File: src/rtl/ofifo_pkg.sv
// Shared constants and helpers for the aligned output FIFO bank.
package ofifo_pkg;

  function automatic int unsigned clog2(input int unsigned v);
    int unsigned r;
    r = 0;
    while ((64'd1 << r) < 64'(v)) r++;
    return r;
  endfunction

  localparam int unsigned DEF_COL      = 8;
  localparam int unsigned DEF_BW       = 4;
  localparam int unsigned DEF_DEPTH    = 64;
  localparam int unsigned DEF_AF_LEVEL = 56;
  localparam int unsigned DEF_ADDR_W   = clog2(DEF_DEPTH);
  localparam int unsigned DEF_CNT_W    = DEF_ADDR_W + 1;

endpackage

File: src/rtl/ofifo_col.sv
// Single column queue: circular buffer with wrap-bit pointers; a write to a full
// column is still accepted when the row pop frees a slot in the same cycle.
module ofifo_col
  import ofifo_pkg::*;
#(
  parameter int unsigned BW    = DEF_BW,
  parameter int unsigned DEPTH = DEF_DEPTH
) (
  input  logic                   clk,
  input  logic                   reset,
  input  logic                   flush,
  input  logic                   wr,
  input  logic [BW-1:0]          din,
  input  logic                   pop,
  output logic [BW-1:0]          dout,
  output logic                   full,
  output logic                   empty,
  output logic [clog2(DEPTH):0]  count
);

  localparam int unsigned ADDR_W = clog2(DEPTH);
  localparam int unsigned CNT_W  = ADDR_W + 1;

  logic [BW-1:0]    mem [DEPTH];
  logic [CNT_W-1:0] wptr_q, rptr_q;
  logic             accept;

  assign count  = wptr_q - rptr_q;
  assign full   = (count == CNT_W'(DEPTH));
  assign empty  = (count == '0);
  assign accept = wr & (~full | pop) & ~flush;
  assign dout   = mem[rptr_q[ADDR_W-1:0]];

  always_ff @(posedge clk or negedge reset) begin
    if (!reset) begin
      wptr_q <= '0;
      rptr_q <= '0;
    end else if (flush) begin
      wptr_q <= '0;
      rptr_q <= '0;
    end else begin
      if (accept) wptr_q <= wptr_q + 1'b1;
      if (pop)    rptr_q <= rptr_q + 1'b1;
    end
  end

  // Storage is not reset; pointers alone define valid contents.
  always_ff @(posedge clk) begin
    if (accept) mem[wptr_q[ADDR_W-1:0]] <= din;
  end

endmodule

File: src/rtl/ofifo_aligned.sv
// Output FIFO bank: COL independent column queues drained as aligned rows, with
// occupancy, almost-full, sticky error flags and synchronous flush.
module ofifo_aligned
  import ofifo_pkg::*;
#(
  parameter int unsigned COL      = DEF_COL,
  parameter int unsigned BW       = DEF_BW,
  parameter int unsigned DEPTH    = DEF_DEPTH,
  parameter int unsigned AF_LEVEL = DEF_AF_LEVEL
) (
  input  logic                  clk,
  input  logic                  reset,
  input  logic                  flush,
  input  logic [COL-1:0]        wr,
  input  logic [BW*COL-1:0]     in,
  input  logic                  rd,
  output logic [BW*COL-1:0]     out,
  output logic                  out_valid,
  output logic                  o_valid,
  output logic                  o_ready,
  output logic                  o_full,
  output logic                  o_almost_full,
  output logic [clog2(DEPTH):0] o_rows,
  output logic                  o_overflow,
  output logic                  o_underflow
);

  localparam int unsigned ADDR_W = clog2(DEPTH);
  localparam int unsigned CNT_W  = ADDR_W + 1;
  localparam int unsigned NLEAF  = 1 << clog2(COL);

  logic [COL-1:0]       full, empty;
  logic [COL*CNT_W-1:0] cnts;
  logic [BW*COL-1:0]    row;
  logic                 pop, drop, af;

  logic [BW*COL-1:0] out_q;
  logic              out_valid_q, overflow_q, underflow_q;

  assign pop  = rd & o_valid & ~flush;
  assign drop = |(wr & full) & ~pop;

  for (genvar i = 0; i < COL; i++) begin : g_col
    ofifo_col #(
      .BW    (BW),
      .DEPTH (DEPTH)
    ) u_col (
      .clk   (clk),
      .reset (reset),
      .flush (flush),
      .wr    (wr[i]),
      .din   (in[BW*i +: BW]),
      .pop   (pop),
      .dout  (row[BW*i +: BW]),
      .full  (full[i]),
      .empty (empty[i]),
      .count (cnts[CNT_W*i +: CNT_W])
    );
  end

  // Balanced min tree; unused leaves are padded with all-ones, above any real count.
  function automatic logic [CNT_W-1:0] min_tree(input logic [COL*CNT_W-1:0] c);
    logic [NLEAF*CNT_W-1:0] padded;
    logic [CNT_W-1:0]       node [2*NLEAF-1];
    padded = '1;
    padded[COL*CNT_W-1:0] = c;
    for (int i = 0; i < int'(NLEAF); i++) begin
      node[int'(NLEAF) - 1 + i] = padded[CNT_W*i +: CNT_W];
    end
    for (int n = int'(NLEAF) - 2; n >= 0; n--) begin
      node[n] = (node[2*n+1] < node[2*n+2]) ? node[2*n+1] : node[2*n+2];
    end
    return node[0];
  endfunction

  always_comb begin
    af = 1'b0;
    for (int i = 0; i < int'(COL); i++) begin
      if (cnts[CNT_W*i +: CNT_W] >= CNT_W'(AF_LEVEL)) af = 1'b1;
    end
  end

  assign o_valid       = ~|empty;
  assign o_full        = |full;
  assign o_ready       = ~o_full;
  assign o_almost_full = af;
  assign o_rows        = min_tree(cnts);

  always_ff @(posedge clk or negedge reset) begin
    if (!reset) begin
      out_q       <= '0;
      out_valid_q <= 1'b0;
      overflow_q  <= 1'b0;
      underflow_q <= 1'b0;
    end else if (flush) begin
      out_valid_q <= 1'b0;
      overflow_q  <= 1'b0;
      underflow_q <= 1'b0;
    end else begin
      out_valid_q <= pop;
      if (pop)             out_q       <= row;
      if (drop)            overflow_q  <= 1'b1;
      if (rd && !o_valid)  underflow_q <= 1'b1;
    end
  end

  assign out         = out_q;
  assign out_valid   = out_valid_q;
  assign o_overflow  = overflow_q;
  assign o_underflow = underflow_q;

endmodule

File: config.mk
export PLATFORM = sky130hd
export DESIGN_NAME = ofifo_aligned
export DESIGN_NICKNAME = d
export VERILOG_FILES = /design/src/rtl/ofifo_pkg.sv /design/src/rtl/ofifo_col.sv /design/src/rtl/ofifo_aligned.sv
export SDC_FILE = /design/constraint.sdc
export NUM_CORES = 2
export LEC_CHECK = 0
export BUFFER_PORTS_ARGS = -buffer_cell sky130_fd_sc_hd__buf_2
export CAP_MARGIN = 20
export CELL_PAD_IN_SITES_DETAIL_PLACEMENT = 1
export CELL_PAD_IN_SITES_GLOBAL_PLACEMENT = 1
export CORE_MARGIN = 4
export CORE_UTILIZATION = 40
export DETAILED_ROUTE_END_ITERATION = 6
export GPL_TIMING_DRIVEN = 0
export PLACE_DENSITY = 0.57
export SYNTH_ARGS = -nofsm -noshare
export SYNTH_HDL_FRONTEND = slang
export SYNTH_SLANG_ARGS = --single-unit
File: constraint.sdc
create_clock -name clk -period 20 [get_ports clk]
set_clock_uncertainty 0.1 [all_clocks]
set_input_delay 4 -clock clk [delete_from_list [all_inputs] [get_ports clk]]
set_output_delay 4 -clock clk [all_outputs]
set_load 0.05 [all_outputs]
==> flow_summary.ini <==
[hold_path]
min_path_cells = 2
hold_path.class = flop to flop

[global_route]
globalRouteOverflowTotal = 0
grtUsageTotal_pct = 20.9
grt_pass1_vias = 50975
antenna_found_initial = 12
grt_max_degree = 79
grt_pass1_wl_um = 360000

[logic_synthesis]
synth_edf_count = 2048
syn_avg_cell_area_um2 = 18.3
synth_area_um2 = 91400
yosys_register_bits = 2195
synth_area_leaders = edfxtp_1 67%, mux4_2 16%, dfrtp_1 4.0%, nor2_1 2.7%, ha_1 1.2%
yosys_warnings = 0
ys_seq_area_share_pct = 71.3
synth_fp_nets = 5127
yosysTopAreaCell = edfxtp_1
ys_types = 79
syn_inst = 4984
async_flop_share_pct = 6.70
yosys.area.top_type_share_pct = 67.3
ys.flop_type = edfxtp_1

[critical_path]
critical_path_depth = 33
arrival_ns = 11.31
worst_path_most_repeated_cell = ha_1
cp.required_ns = 15.90
worstPathMaxFanout = 10
rr_worst_depth = 19
slowest_delay_ns = 0.82
cp_num_buf_inv = 8
endpoint_kind = output port
worst_setup_path_start_kind = flop
cp_top_family = buffers and inverters
critPathKind = flop to output port
slowest_stage = buf_1

[clock_tree]
cts_sinks = 2195
cts_made_buffers = 231
path_clk_slew_ns = 0.06
clock_path_buffers = 3
holdBufCountCts = 0
clk_latency_ns = 0.88
cts_resized = 0
cts_root_buffer = clkbuf_16
postCtsSetupBuffers = 0
cts_tree = built
htree_num_levels = 4

[floorplanning]
initial_core_util_pct = 40.2
die_height_um = 486
die-area_um2 = 236000
coreArea_um2 = 227000
die_w_um = 486
fp-row-count = 175
io_pins = 90

[place]
place.port_buffers = 88
dp_hpwl_um = 166000
routabilityCongestion = 0.792

[final_layout]
fin_nets = 5520
multi_input_area_um2 = 24900
fill_cells = 21267
drive_gt1_share_pct = 22.1
seqCellArea_um2 = 65200
syn_to_final_growth_pct = 14.5

[detailed_routing]
drc = 0
first_pass_iters = 6
ant_nets = 0
dr.first_iter.drc_count = 3948
post_drt_wl_per_cell_um = 28.7
routed_wirelength_um = 246000
vias = 47687
via_per_inst = 5.54

[pwr]
max-vdd-ir-drop_mv = 0.0862
total_power_mw = 10.2
powerDensity_nw_per_um2 = 97.7
p_leak_nw = 32.9

[timing]
post-route-period-util_pct = 77.1
tns_ns = 0
hold_viol = 0
rsz0062_at_grt = false
fmax_mhz = 64.9
slew_headroom_pct = 24.5
finalSetupViolCount = 0
tightest_slew_ns = 1.12
slew_violations = 0
period_minus_slack_ns = 15.41

[outcome]
outcome = finished, final reports clean

[run]
maxCapViolCount = 0
[area by class of cell]
class | instances | area share [%]
repair buffers | 160 | 1.64
diodes | 8 | 0.0191
inverters | 111 | 0.398
clock inverters | 143 | 1.48
multi-input cells | 2423 | 23.8
flip-flops and latches | 2195 | 62.3
clock buffers | 297 | 5.91
well taps | 3009 | 3.60
plain buffers | 255 | 0.924
[kinds of logic (layout without fill, tap and decap cells)]
kind of cell,after synthesis,count (layout),synth area share (%)
AO/OA/AOI/OAI,261,261,1.88
flip-flops,2195,2195,71.3
multiplexers,710,710,16.7
AND/OR/NAND/NOR,1235,1235,6.03
XOR/XNOR,112,112,1.07
buffers and inverters,366,966,1.51
adder cells (fa/ha/maj),105,105,1.49
other,0,8,0
[cell usage in the layout (no fill, tap or decap), types with 44 or more instances in the layout]
| cell | netlist | layout |
|---|---|---|
| dfrtp_1 | 147 | 147 |
| nand3_1 | 81 | 81 |
| nor2_1 | 655 | 655 |
| buf_1 | 100 | 98 |
| clkinv_1 | 7 | 52 |
| o21ai_0 | 53 | 53 |
| ha_1 | 91 | 91 |
| buf_2 | 2 | 93 |
| xnor2_1 | 73 | 73 |
| clkbuf_1 | 153 | 203 |
| nor3_1 | 44 | 44 |
| inv_1 | 93 | 93 |
| a21oi_1 | 87 | 87 |
| edfxtp_1 | 2048 | 2048 |
| clkbuf_16 | 0 | 234 |
| nand2_1 | 223 | 223 |
| mux4_2 | 652 | 652 |
[synth_stat cells, types with 8 or more instances]
| master | n |
|---|---|
| nor4_1 | 13 |
| and2_1 | 11 |
| mux2i_1 | 37 |
| inv_1 | 93 |
| or3_1 | 40 |
| clkbuf_1 | 153 |
| or2_2 | 8 |
| o31ai_1 | 8 |
| ha_1 | 91 |
| or3b_2 | 17 |
| and3_1 | 17 |
| nor3b_1 | 9 |
| a211oi_1 | 9 |
| dfrtp_1 | 147 |
| nand4_1 | 25 |
| o211ai_1 | 13 |
| inv_2 | 11 |
| a21oi_1 | 87 |
| nand3b_1 | 18 |
| nor3_1 | 44 |
| mux4_2 | 652 |
| xnor2_1 | 73 |
| nand2_1 | 223 |
| nor2b_1 | 27 |
| a21boi_0 | 8 |
| buf_1 | 100 |
| nand2b_1 | 19 |
| and4_1 | 10 |
| fa_1 | 8 |
| nor2_1 | 655 |
| xor2_1 | 39 |
| o21ai_0 | 53 |
| nand3_1 | 81 |
| o21a_1 | 14 |
| mux2_2 | 19 |
| edfxtp_1 | 2048 |
[flip-flops by register name, indices dropped and copies added (netlist names)]
| name | count |
|---|---|
| out | 32 |
| g_col.u_col.wptr_q | 56 |
| o_underflow | 1 |
| o_overflow | 1 |
| g_col.u_col.mem | 2048 |
| out_valid | 1 |
| g_col.u_col.rptr_q | 56 |
[worst register-to-register path: stages (launching register included)]
cell	delay, ns
dfrtp_1	0.51
buf_1	0.62
clkbuf_1	0.73
buf_1	0.82
inv_1	0.22
ha_1	0.27
or2_2	0.28
o21ai_0	0.30
a21boi_0	0.57
nor4_1	0.21
a32oi_1	0.24
and4_1	0.24
nand3_1	0.12
inv_2	0.34
o21ai_0	0.50
nor2_1	0.62
nand2_1	0.13
or3_1	0.40
clkbuf_1	0.26
nor2_1	0.44
[per-layer routing]
layer / global-route usage, % / vias to the layer above / part of all wire [%]
met5: 0 / - / 0
met4: 6.92 / 0 / 3.2
met3: 3.33 / 336 / 4.5
met2: 34.2 / 1108 / 49
met1: 28.6 / 25568 / 43
li1: - / 20675 / -
[metrics by stage]
stage          utilization (%)  hold slack (ns)  worst slack [ns]  instances  instance area (um^2)
2_1_floorplan                -            0.423              8.34       4984                 91400
3_3_place_gp              42.0            0.365              5.52       8081                 95600
3_5_place_dp              42.3            0.367              5.35       8109                 96100
4_1_cts                   45.6            0.382              4.35       8549                104000
5_1_grt                   46.0            0.406              3.83       8599                105000
6_report                  46.0            0.378              4.59       8601                105000
[power by group]
| group | internal, mW | switching, mW |
|---|---|---|
| logic | 0.217 | 0.562 |
| clock network | 2.50 | 1.84 |
| registers | 5.06 | 0.0421 |
| total | 7.78 | 2.44 |
[worst paths after layout]
kind	from	to	slack, ns
min	out[19]$_DFFE_PN0P_	out[19]$_DFFE_PN0P_	0.38
max	g_col[3].u_col.rptr_q[1]$_DFFE_PN0P_	o_rows[6]	4.59
max in group asynchronous	reset	out[11]$_DFFE_PN0P_	15.71
max reg2reg	g_col[3].u_col.rptr_q[1]$_DFFE_PN0P_	g_col[3].u_col.mem[38][3]$_DFFE_PP_	11.70
min in group asynchronous	reset	out[31]$_DFFE_PN0P_	3.04
min reg2reg	out[19]$_DFFE_PN0P_	out[19]$_DFFE_PN0P_	0.38
Note: power is estimated with default switching activity, not from simulation.
